`config.mk`:
```
export PLATFORM = sky130hd
export DESIGN_NAME = instr_encoder
export DESIGN_NICKNAME = d
export VERILOG_FILES = /design/src/rtl/instr_encoder.sv
export SDC_FILE = /design/constraint.sdc
export NUM_CORES = 1
export LEC_CHECK = 0
export ABC_AREA = 1
export CORE_MARGIN = 4
export CORE_UTILIZATION = 41
export DETAILED_ROUTE_END_ITERATION = 6
export GPL_ROUTABILITY_DRIVEN = 0
export PLACE_DENSITY_LB_ADDON = 0.12
export SLEW_MARGIN = 20
export SYNTH_ARGS = -nofsm -noshare
export SYNTH_HDL_FRONTEND = slang
export SYNTH_SLANG_ARGS = --single-unit
```
`constraint.sdc`:
```
create_clock -name clk -period 1.99 [get_ports clk]
set_clock_uncertainty 0.15 [all_clocks]
set_input_delay 0.597 -clock clk [delete_from_list [all_inputs] [get_ports clk]]
set_output_delay 0.597 -clock clk [all_outputs]
set_load 0.005 [all_outputs]
```
`src/rtl/instr_encoder.sv`:
```
// instr_encoder
// Assembles instruction requests into 32-bit machine words and writes them
// one at a time, at consecutive word addresses, into instruction memory.
//
// Ports:
//   clk, rst_n          clock, asynchronous active-low reset
//   start               one-cycle pulse: pointer <= base_addr, clears count/err/wrapped
//   base_addr           first word address written after start
//   in_valid/in_ready   request handshake
//   op_sel              operation index (0..26 legal, 27..31 illegal)
//   rs/rt/rd/shamt      register and shift fields
//   imm, target         I-type immediate, J-type target
//   mem_we/mem_ack      write request held until acknowledged
//   mem_addr/mem_wdata  write address and encoded word, stable while mem_we=1
//   count               instructions written since start/reset (saturating)
//   err                 sticky: an illegal op_sel was accepted
//   wrapped             sticky: write pointer wrapped past all-ones
module instr_encoder #(
    parameter int ADDR_W = 10
) (
    input  logic              clk,
    input  logic              rst_n,
    input  logic              start,
    input  logic [ADDR_W-1:0] base_addr,
    input  logic              in_valid,
    output logic              in_ready,
    input  logic [4:0]        op_sel,
    input  logic [4:0]        rs,
    input  logic [4:0]        rt,
    input  logic [4:0]        rd,
    input  logic [4:0]        shamt,
    input  logic [15:0]       imm,
    input  logic [25:0]       target,
    output logic              mem_we,
    output logic [ADDR_W-1:0] mem_addr,
    output logic [31:0]       mem_wdata,
    input  logic              mem_ack,
    output logic [ADDR_W:0]   count,
    output logic              err,
    output logic              wrapped
);

    typedef enum logic {IDLE = 1'b0, WRITE = 1'b1} state_t;

    localparam logic [ADDR_W-1:0] PTR_ONE = {{(ADDR_W-1){1'b0}}, 1'b1};
    localparam logic [ADDR_W:0]   CNT_ONE = {{ADDR_W{1'b0}}, 1'b1};
    localparam logic [ADDR_W:0]   CNT_MAX = {1'b1, {ADDR_W{1'b0}}};

    // Returns {legal, word}. Legal=0 for op_sel 27..31.
    function automatic logic [32:0] encode_instr(
        input logic [4:0]  op,
        input logic [4:0]  f_rs,
        input logic [4:0]  f_rt,
        input logic [4:0]  f_rd,
        input logic [4:0]  f_sh,
        input logic [15:0] f_imm,
        input logic [25:0] f_tgt
    );
        logic [32:0] res;
        res = {1'b0, 32'h0000_0000};
        case (op)
            5'd0:  res = {1'b1, 6'b100011, f_rs, f_rt, f_imm};
            5'd1:  res = {1'b1, 6'b101011, f_rs, f_rt, f_imm};
            5'd2:  res = {1'b1, 6'b000010, f_tgt};
            5'd3:  res = {1'b1, 6'b000011, f_tgt};
            5'd4:  res = {1'b1, 6'b000001, f_rs, f_rt, f_imm};
            5'd5:  res = {1'b1, 6'b000100, f_rs, f_rt, f_imm};
            5'd6:  res = {1'b1, 6'b000101, f_rs, f_rt, f_imm};
            5'd7:  res = {1'b1, 6'b001111, f_rs, f_rt, f_imm};
            5'd8:  res = {1'b1, 6'b010000, f_rs, f_rt, f_imm};
            5'd9:  res = {1'b1, 6'b010001, f_rs, f_rt, f_imm};
            5'd10: res = {1'b1, 6'b010010, f_rs, f_rt, f_imm};
            5'd11: res = {1'b1, 6'b010011, f_rs, f_rt, f_imm};
            5'd12: res = {1'b1, 6'b010100, f_rs, f_rt, f_imm};
            5'd13: res = {1'b1, 6'b001100, f_rs, f_rt, f_imm};
            5'd14: res = {1'b1, 6'b001101, f_rs, f_rt, f_imm};
            // R-type: only the shift ops (19, 20, 23, 25) keep shamt
            5'd15: res = {1'b1, 6'b000000, f_rs, f_rt, f_rd, 5'd0, 6'b100000};
            5'd16: res = {1'b1, 6'b000000, f_rs, f_rt, f_rd, 5'd0, 6'b100010};
            5'd17: res = {1'b1, 6'b000000, f_rs, f_rt, f_rd, 5'd0, 6'b101010};
            5'd18: res = {1'b1, 6'b000000, f_rs, f_rt, f_rd, 5'd0, 6'b100100};
            5'd19: res = {1'b1, 6'b000000, f_rs, f_rt, f_rd, f_sh, 6'b011111};
            5'd20: res = {1'b1, 6'b000000, f_rs, f_rt, f_rd, f_sh, 6'b011110};
            5'd21: res = {1'b1, 6'b000000, f_rs, f_rt, f_rd, 5'd0, 6'b100101};
            5'd22: res = {1'b1, 6'b000000, f_rs, f_rt, f_rd, 5'd0, 6'b100110};
            5'd23: res = {1'b1, 6'b000000, f_rs, f_rt, f_rd, f_sh, 6'b011101};
            5'd24: res = {1'b1, 6'b000000, f_rs, f_rt, f_rd, 5'd0, 6'b100111};
            5'd25: res = {1'b1, 6'b000000, f_rs, f_rt, f_rd, f_sh, 6'b101000};
            // jr keeps only rs
            5'd26: res = {1'b1, 6'b000000, f_rs, 5'd0, 5'd0, 5'd0, 6'b001000};
            default: res = {1'b0, 32'h0000_0000};
        endcase
        return res;
    endfunction

    state_t            state_r;
    logic              rdy_r;
    logic [ADDR_W-1:0] ptr_r;
    logic              mem_we_r;
    logic [ADDR_W-1:0] mem_addr_r;
    logic [31:0]       mem_wdata_r;
    logic [ADDR_W:0]   count_r;
    logic              err_r;
    logic              wrapped_r;
    logic [32:0]       enc_s;

    assign enc_s = encode_instr(op_sel, rs, rt, rd, shamt, imm, target);

    // rdy_r is low in reset and the first cycle after it; start masks acceptance
    assign in_ready  = rdy_r & ~start;
    assign mem_we    = mem_we_r;
    assign mem_addr  = mem_addr_r;
    assign mem_wdata = mem_wdata_r;
    assign count     = count_r;
    assign err       = err_r;
    assign wrapped   = wrapped_r;

    // Request/write FSM with all outputs registered
    always_ff @(posedge clk or negedge rst_n) begin
        if (!rst_n) begin
            state_r     <= IDLE;
            rdy_r       <= 1'b0;
            ptr_r       <= {ADDR_W{1'b0}};
            mem_we_r    <= 1'b0;
            mem_addr_r  <= {ADDR_W{1'b0}};
            mem_wdata_r <= 32'h0000_0000;
            count_r     <= {(ADDR_W+1){1'b0}};
            err_r       <= 1'b0;
            wrapped_r   <= 1'b0;
        end else begin
            case (state_r)
                IDLE: begin
                    rdy_r <= 1'b1;
                    if (start) begin
                        ptr_r     <= base_addr;
                        count_r   <= {(ADDR_W+1){1'b0}};
                        err_r     <= 1'b0;
                        wrapped_r <= 1'b0;
                    end else if (in_valid && rdy_r) begin
                        if (enc_s[32]) begin
                            mem_addr_r  <= ptr_r;
                            mem_wdata_r <= enc_s[31:0];
                            mem_we_r    <= 1'b1;
                            rdy_r       <= 1'b0;
                            state_r     <= WRITE;
                        end else begin
                            // illegal op: handshake completes, only err changes
                            err_r <= 1'b1;
                        end
                    end else begin
                        state_r <= IDLE;
                    end
                end
                WRITE: begin
                    if (mem_ack) begin
                        mem_we_r <= 1'b0;
                        rdy_r    <= 1'b1;
                        state_r  <= IDLE;
                        ptr_r    <= ptr_r + PTR_ONE;
                        if (ptr_r == {ADDR_W{1'b1}}) begin
                            wrapped_r <= 1'b1;
                        end else begin
                            wrapped_r <= wrapped_r;
                        end
                        if (count_r != CNT_MAX) begin
                            count_r <= count_r + CNT_ONE;
                        end else begin
                            count_r <= count_r;
                        end
                    end else begin
                        state_r <= WRITE;
                    end
                end
                default: begin
                    state_r  <= IDLE;
                    mem_we_r <= 1'b0;
                    rdy_r    <= 1'b0;
                end
            endcase
        end
    end

endmodule
```
==> After elaboration in Yosys (flattened, before gate mapping) <==
Cells that the tools add are included.
{ "classes": {"n_eq_ne": 36, "add_sub_neg": 2, "bitwise": 3, "muxes": 30, "reduce_logical": 9} }
{ "op_table": {"columns": ["cell", "n"], "rows": [
  ["one-hot mux 33 bit (27 select lines)", 1],
  ["== test 5 bit, second input constant", 11],
  ["== test 5 x 4 -> 1 bit, second input constant", 8],
  ["2-to-1 mux 11 bit", 3],
  ["one-hot mux 11 bit (2 select lines)", 1],
  ["== test 5 x 3 -> 1 bit, second input constant", 4],
  ["2-to-1 mux 10 bit", 2],
  ["one-hot mux 10 bit (2 select lines)", 1],
  ["2-to-1 mux 1 bit", 18],
  ["inequality test 2 bit, second input constant", 6],
  ["adder 11 x 1 -> 11 bit, second input constant", 1],
  ["inequality test 11 bit, second input constant", 1],
  ["adder 10 x 1 -> 10 bit, second input constant", 1],
  ["== test 10 bit, second input constant", 1],
  ["== test 5 x 2 -> 1 bit, second input constant", 2],
  ["AND reduction 3 bit", 3],
  ["one-hot mux 1 bit (2 select lines)", 4],
  ["AND reduction 4 bit", 2],
  ["== test 5 x 1 -> 1 bit, second input constant", 1],
  ["zero test 5 bit", 1],
  ["inequality test 2 x 1 -> 1 bit, second input constant", 2],
  ["inverter 1 bit", 2],
  ["AND reduction 2 bit", 1],
  ["nonzero test 2 bit", 1],
  ["other kinds (2)", 2]
]} }
{ "totals": {"out_inout_bits": 57, "reg_bits": 68} }

==> Depth between registers and ports, before layout <==
Gate-level depths: netlist of run 1.
{ "logic_depth": {"ltp_word": 6, "ltp_mapped": 13} }

==> Worst setup path after synthesis of run 1 <==
Ideal clock, no wire load.
{ "synth_timing": {"kind": "input to register", "startpoint": "input port op_sel[1]", "endpoint": "register mem_wdata_r[0] (netlist: mem_wdata[0])", "arrival_time_ns": 1.957, "cell_stages": 12, "n_path_buf": 3, "t_required_ns": 1.775, "slack_ns": -0.182, "setup_ns": 0.065, "path_cell_list": "clkbuf_2 nor2_1 buf_2 nand3_1 nand2_1 nor2_1 nand2_1 nor2_4 a21oi_4 buf_2 nand2_1 nand2_1"} }
{ "synth_via": {"elab_chain_cells": 3, "word_cells_on_any_way": 29, "classes_between": "eq/ne: 26; mux: 1; reduce/logical: 2"} }
{ "synth_rtl": {"columns": ["element", "line_no", "text"], "rows": [
  ["start: declaration", "27", "input logic [4:0] op_sel,"],
  ["== test 5 bit, or another cell as far along", "61", "case (op)"],
  ["one-hot mux 33 bit (27 select lines) *", "61", null],
  ["AND reduction 4 bit (no line)", null, null],
  ["end signal: assignment", "142", "mem_wdata_r <= enc_s[31:0];"],
  ["end: declaration", "101", "logic [31:0] mem_wdata_r;"]
]} }
Every way passes the cells marked *; elsewhere a longest branch is shown, timed or not.
A chain may end at the register's enable or synchronous reset.

==> Worst setup path after layout of run 1 <==
{ "layout_timing": {"startpoint": "input port op_sel[2]", "endpoint": "register mem_wdata_r[20] (netlist: mem_wdata[20])"} }
Same word-level chain as after synthesis.

==> results.md, run 1 <==
- Status: finished with violations
- Failing checks: negative setup slack
- Crit path max fanout: 6
- Die X: 130 um
- Area Overhead vs Synth: 62.4%
- Post-synthesis cell area: 6120 um2
- Gr usage total: 26.7%
- Top FF cell, synth: dfrtp_1
- Clk_lat worst skew: 0.33 ns
- Hpwl dp: 15,500 um
- Diode count: 0
- Initial core utilization: 42.0%
- Max clock buf depth: 2
- Critical Path End Type: flop
- Per-cell routed wire length: 15.5 um
- Slowest stage cell, crit path: a21oi_4
- Min-Delay Path Class: in -> async
- CP peak stage delay: 0.22 ns
- Internal: 4210 uW
- Fin crit period: 2.03 ns
- CTS Buf Count: 9
- Layout cells sized above 1: 22.6%
- Vias per cell: 5.25
- Yosys Warn Count: 0
- Post-synth EDFFs: 0
- RSZ-0062 raised after global routing: yes
- Remaining DRCs: 0
- Synthesis-stage register bit count: 68
- Cell type with the largest total area after synthesis: nand2_1
- Setup crit start kind: input pin
- Max Freq: 493 MHz
- Power density over the cells: 648 nW/um2
- Yosys top cell area share: 33.3%
- Power share of the clock group: 24.9%
- Synth Instances: 1,110
- Vias in the first global route: 7,256
- Final Core Density: 68.2%
- Initial DRC count: 753
- CP arrival: 2.15 ns
- Sw Share: 34.6%
- CP cell instances: buf_12, nor2_4, buf_6, nand3_1, nand2_1, inv_2, nand3_2, nor2_4, buf_6, buf_6, a21oi_4, buf_6, nand2_2, nand2_1
- Slew margin rel.: 70.3%
- Detail Route Antenna Nets: 0
- Overflow left after global routing: 0
- CP bufs+invs: 6
- Std-Cell Rows: 44
- Seq pwr share: 32.9%
- Root Driver: clkbuf_16
- Via Count: 8,113
- Synth area leaders: nand2_1 33%, dfrtp_1 28%, nand3_1 12%
- Net Sw Power: 2230 uW
- Share of async-settable or async-resettable flops after synthesis: 100%
- Syn nets: 1,195
- WP data required: 2.11 ns
- Number of library cell types mapped by synthesis: 34
- Syn Area/Cell: 5.52 um2
- Die Height: 130 um
- Cell with the most instances after synthesis: nand2_1
- Antenna violations before repair: 0
- Largest net degree at the start of global routing: 69
- Crit Path Category: in -> reg
- Top post-synthesis cells by count: 544 x nand2_1, 145 x nand3_1, 142 x nor2_1
- Routed wire length: 24,000 um
- Clock tree sinks: 68
- Worst-margin pin slew: 0.445 ns
- Pleak: 0.00520 uW
- Drt first pass iters: 5
- Hold Vio Cnt, Final: 0
- Layout Nets: 1,442
- PnR Total Power: 6440 uW
- Max-slew violations: 0
- TritonCTS clock tree: done
- First-pass GRT wire length: 36,600 um
- Hold_buf cts: 0
- Ports: 139
- Most used cell, CP: buf_6
- Port Buf Inserts: 138
- Combinational power share: 42.3%
- Final setup vio count: 30
- Max VDD drop: 431 uV
- Post-route worst setup slack: -0.0400 ns
- CP delay by family, top: buffers and inverters
- Fin crit share: 102%
- H-tree lvl count: 3
- DIE AREA: 17,000 um2
- Reg clk slew, reported paths: 0.06 ns
- MaxCap Viol Count: 0
- Core area: 14,600 um2
- Seq/Total Area, Yosys: 27.8%
- Smallest hold slack: 0.121 ns
## path summary, 6_finish.rpt
| kind | startpoint | endpoint | slack, ns | cells after the start |
|---|---|---|---|---|
| worst max-delay path | op_sel[2] | mem_wdata[20]$_DFFE_PN0P_ | -0.04 | 14 |
| worst min-delay path | rst_n | mem_wdata[25]$_DFFE_PN0P_ | 0.12 | 2 |
| worst max register to register | count[7]$_DFFE_PN0P_ | count[2]$_DFFE_PN0P_ | 0.12 | 7 |
| worst min register to register | mem_addr[9]$_DFFE_PN0P_ | mem_addr[9]$_DFFE_PN0P_ | 0.32 | 2 |
| max in group asynchronous | rst_n | count[0]$_DFFE_PN0P_ | 1.23 | 2 |
| min in group clk | mem_addr[9]$_DFFE_PN0P_ | mem_addr[9]$_DFFE_PN0P_ | 0.32 | 2 |
## placed cells by master (no fill, tap or decap), types with 3 or more instances in the layout
master,synthesis,routed
clkdlybuf4s50_1,0,119
nand4_1,18,18
nand2_2,0,40
nand2_4,2,7
nand3_4,0,5
o211ai_1,6,6
dlygate4sd2_1,0,7
dfrtp_1,68,62
nand3_2,0,20
inv_6,0,3
buf_12,0,24
nor3_1,9,9
nor2_4,1,21
dfrtp_2,0,6
buf_4,0,114
a21oi_1,11,9
nand2_1,544,497
nor2_1,142,117
dlymetal6s2s_1,0,6
nand3_1,145,120
o22ai_1,3,3
clkinvlp_4,0,3
inv_4,0,3
o21ai_0,20,20
xor2_1,8,8
buf_6,4,29
clkbuf_16,0,10
inv_1,42,35
nor2_2,2,7
ha_1,3,3
## sequential cells by signal, indices dropped and copies added, names as in the netlist, 10 cells and up
signal     cells
mem_addr      10
mem_wdata     32
count         11
ptr_r         10
## cell families after synthesis
family                     count (synthesis)  synth area share [%]
buffers and inverters                    111                  7.50
and+or+nand+nor                          871                  58.1
xor gates and xnor gates                   9                  1.29
adders and majority gates                  3                 0.613
DFF                                       68                  27.8
AOI/OAI and AO/OA                         48                  4.74
## routing by layer
metal | GRT usage, % | vias to the layer above | routed length (um)
li1 | - | 4016 | -
met1 | 36.2 | 3677 | 10400
met2 | 45.0 | 359 | 11200
met3 | 2.82 | 61 | 1790
met4 | 7.70 | 0 | 662
met5 | 0 | - | 0
## through the flow
step | TNS, ns | area (um2) | cells | setup WS, ns
2_1_floorplan | -2.53 | 6200 | 1110 | -0.0707
3_3_place_gp | -44.75 | 8560 | 1479 | -1.02
3_5_place_dp | -46.29 | 8560 | 1479 | -1.09
4_1_cts | -0.608 | 9520 | 1531 | -0.0500
5_1_grt | -3.16 | 9950 | 1546 | -0.133
6_report | -0.569 | 9950 | 1546 | -0.0400
## cell type report
type / instances / area [um2]
fill: 1218 / 4640
multi-input combinational: 932 / 4480
timing repair buffer: 303 / 3050
sequential: 68 / 1710
tap: 184 / 230
clock buffer: 10 / 229
inverter: 43 / 183
clock inverter: 6 / 63.8
## power groups by stage
stage | Sequential, uW | Clock [uW] | Combinational [uW]
global placement | 2100 | 0 | 2310
global route | 2170 | 1670 | 2960
detailed placement | 2110 | 0 | 2340
floorplan | 2090 | 0 | 932
finish | 2120 | 1600 | 2720
CTS | 2100 | 1610 | 2570
## repair_timing
action | CTS | global route
cloned | 3 | 1
setup buffers | 34 | 18
endpoints found under the hold margin | 0 | 0
resized for setup | 131 | 95
setup endpoints to repair | 60 | 54
pin swaps | 33 | 32
No activity file was read; power rests on OpenSTA's default activity.
==> run 2, diff against run 1 <==
--- a/config.mk
+++ b/config.mk
@@ -11,7 +11,7 @@
 export DETAILED_ROUTE_END_ITERATION = 6
 export GPL_ROUTABILITY_DRIVEN = 0
 export PLACE_DENSITY_LB_ADDON = 0.12
-export SLEW_MARGIN = 20
+export SLEW_MARGIN = 25
 export SYNTH_ARGS = -nofsm -noshare
 export SYNTH_HDL_FRONTEND = slang
 export SYNTH_SLANG_ARGS = --single-unit
==> results of run 2 <==
No change in the layout: final DEF, timing and power equal those of run 1.
==> run 3, diff against run 2 <==
--- a/config.mk
+++ b/config.mk
@@ -15,3 +15,4 @@
 export SYNTH_ARGS = -nofsm -noshare
 export SYNTH_HDL_FRONTEND = slang
 export SYNTH_SLANG_ARGS = --single-unit
+export TNS_END_PERCENT = 30
==> run 3 against run 2 <==
Net effect:
- the run still ends with negative setup slack left
- critical endpoint is now mem_wdata[24]$_DFFE_PN0P_
- global-route usage grew 0.65 points
- register-to-register slack about the same
- highest routed layer unchanged
- combinational power is 5% lower
- sequential share of layout area rose by 0.25 points
- flip-flop and latch count is the same
- clock-buffer cell count up 1
- cell count fell by 0.32%
- core utilization fell by 1.0 points
- clock power rose by 14%
- wire length is 0.56% lower
- largest power group unchanged
- setup slack got worse by 0.052 ns
- sequential power hardly changed
==> results.md, run 3 (synthesis results as in run 1) <==
- Final Cell Area: 9800 um2
- Crit path max fanout: 7
- Final setup vio count: 37
- DIE AREA: 17,000 um2
- CTS Buf Count: 9
- Root Driver: clkbuf_16
- Slew margin rel.: 61.9%
- Initial DRC count: 765
- Largest net degree at the start of global routing: 45
- Power density over the cells: 664 nW/um2
- First-pass GRT wire length: 37,200 um
- Clock tree sinks: 68
- Detail Route Antenna Nets: 0
- Remaining DRCs: 0
- Clk_lat worst skew: 0.34 ns
- H-tree lvl count: 3
- Hold Vio Cnt, Final: 0
- MaxCap Viol Count: 0
- CP peak stage delay: 0.22 ns
- Seq. cell area: 1710 um2
- Fin crit period: 2.08 ns
- Vias per cell: 5.25
- Commonest non-fill, non-tap cells in the layout: 511 x nand2_1, 129 x nand3_1, 125 x buf_4
- Slowest stage cell, crit path: nor2_4
- Std-Cell Rows: 44
- Multi-input combinational cell area: 4390 um2
- Seq pwr share: 32.2%
- Failing checks: negative setup slack
- Port Buf Inserts: 138
- Max-slew violations: 0
- Initial core utilization: 42.0%
- Antenna violations before repair: 0
- Most common cell after layout, fill and taps aside: nand2_1
- TritonCTS clock tree: done
- Fillers: 1,274
- WP data required: 2.12 ns
- Fin crit share: 105%
- CP arrival: 2.21 ns
- Worst-margin pin slew: 0.570 ns
- Power share of the clock group: 28.2%
- Per-cell routed wire length: 15.5 um
- Drt first pass iters: 5
- Pleak: 0.00530 uW
- Max VDD drop: 434 uV
- Critical Path End Type: flop
- Area Overhead vs Synth: 60.0%
- Combinational power share: 39.7%
- DP Worst Slack: -0.963 ns
- Overflow left after global routing: 0
- Max Freq: 480 MHz
- Max clock buf depth: 2
- Net Sw Power: 2170 uW
- Gr usage total: 27.3%
- Layout Nets: 1,437
- Sw Share: 33.3%
- Hpwl dp: 16,000 um
- Routed wire length: 23,900 um
- Core area: 14,600 um2
- Setup crit start kind: input pin
- Post-route worst setup slack: -0.0920 ns
- RSZ-0062 raised after global routing: yes
- Vias in the first global route: 7,423
- Crit Path Category: in -> reg
- Die X: 130 um
- Dpl cell area: 8590 um2
- CP delay by family, top: buffers and inverters
- CP bufs+invs: 6
- Layout cells sized above 1: 20.6%
- Diode count: 0
- Min-Delay Path Class: in -> async
- Internal: 4330 uW
- Status: finished with violations
- Most used cell, CP: nor2_4
- Reg clk slew, reported paths: 0.07 ns
- Ports: 139
- Via Count: 8,093
- Die Height: 130 um
- Max reg flops: 32
- CP cell instances: buf_8, nor2_4, buf_4, nand3_4, nand2_4, nor2_4, nand2_2, nor2_4, buf_6, a21oi_4, buf_12, buf_12, buf_16, nand2_2, nand2_1
[run 3: cell count changes in the layout (fill, tap and decap cells not counted), sizes merged]
cell,change
clkdlybuf4s50,-13
buf,-3
a21oi,-1
dlymetal6s2s,+7
bufinv,+1
clkinvlp,-3
clkinv,+1
dlygate4sd2,+6
[run 3: final cells by class]
cell class | instances | share of cell area (%)
clock buffers | 11 | 2.58
clock inverters | 5 | 0.843
inverters | 43 | 1.72
multi-input cells | 931 | 44.8
flip-flops and latches | 68 | 17.4
well taps | 184 | 2.35
repair buffers | 299 | 30.3
[run 3: power by group through the flow]
stage / Combinational, uW / Clock (uW) / Sequential [uW]
after floorplan: 936 / 0 / 2090
after global routing: 2830 / 1920 / 2140
after global placement: 2320 / 0 / 2110
after detailed placement: 2350 / 0 / 2110
final: 2580 / 1830 / 2090
after CTS: 2550 / 1840 / 2090
[run 3: path summary, 6_finish.rpt]
path | start | end | slack (ns) | depth (start not counted)
setup / recovery | op_sel[0] | mem_wdata[24]$_DFFE_PN0P_ | -0.09 | 15
hold / removal | rst_n | mem_wdata[31]$_DFFE_PN0P_ | 0.02 | 1
setup reg to reg | ptr_r[0]$_DFFE_PN0P_ | ptr_r[8]$_DFFE_PN0P_ | 0.12 | 7
hold reg to reg | mem_wdata[11]$_DFFE_PN0P_ | mem_wdata[11]$_DFFE_PN0P_ | 0.32 | 2
max in group asynchronous | rst_n | count[6]$_DFFE_PN0P_ | 1.09 | 2
min in group clk | mem_wdata[11]$_DFFE_PN0P_ | mem_wdata[11]$_DFFE_PN0P_ | 0.32 | 2
[run 3: what timing repair did]
item | 4_1_cts | 5_1_grt
gates resized for setup | 133 | 65
setup endpoints to repair | 59 | 59
buffers inserted | 26 | 11
pin swaps | 32 | 18
cloned | 4 | 0
hold buffers | 0 | 0
[run 3: per-layer routing]
metal	vias to the layer above	track usage, %	share of wire (%)
met5	-	0	0
met4	0	10.6	3.7
met3	75	3.60	6.0
met2	312	46.4	49
met1	3702	35.3	41
li1	4004	-	-
[run 3: stage by stage]
step           util [%]  instances  power (uW)  hold WS, ns  setup TNS [ns]
3_3_place_gp       58.9       1487        4430        0.303          -41.44
4_1_cts            65.4       1533        6480       0.0216           -1.37
3_5_place_dp       58.9       1487        4460        0.310          -41.60
2_1_floorplan         -       1110        3030        0.151           -2.60
6_report           67.2       1541        6500       0.0194           -1.61
5_1_grt            67.2       1541        6880       0.0493           -5.00
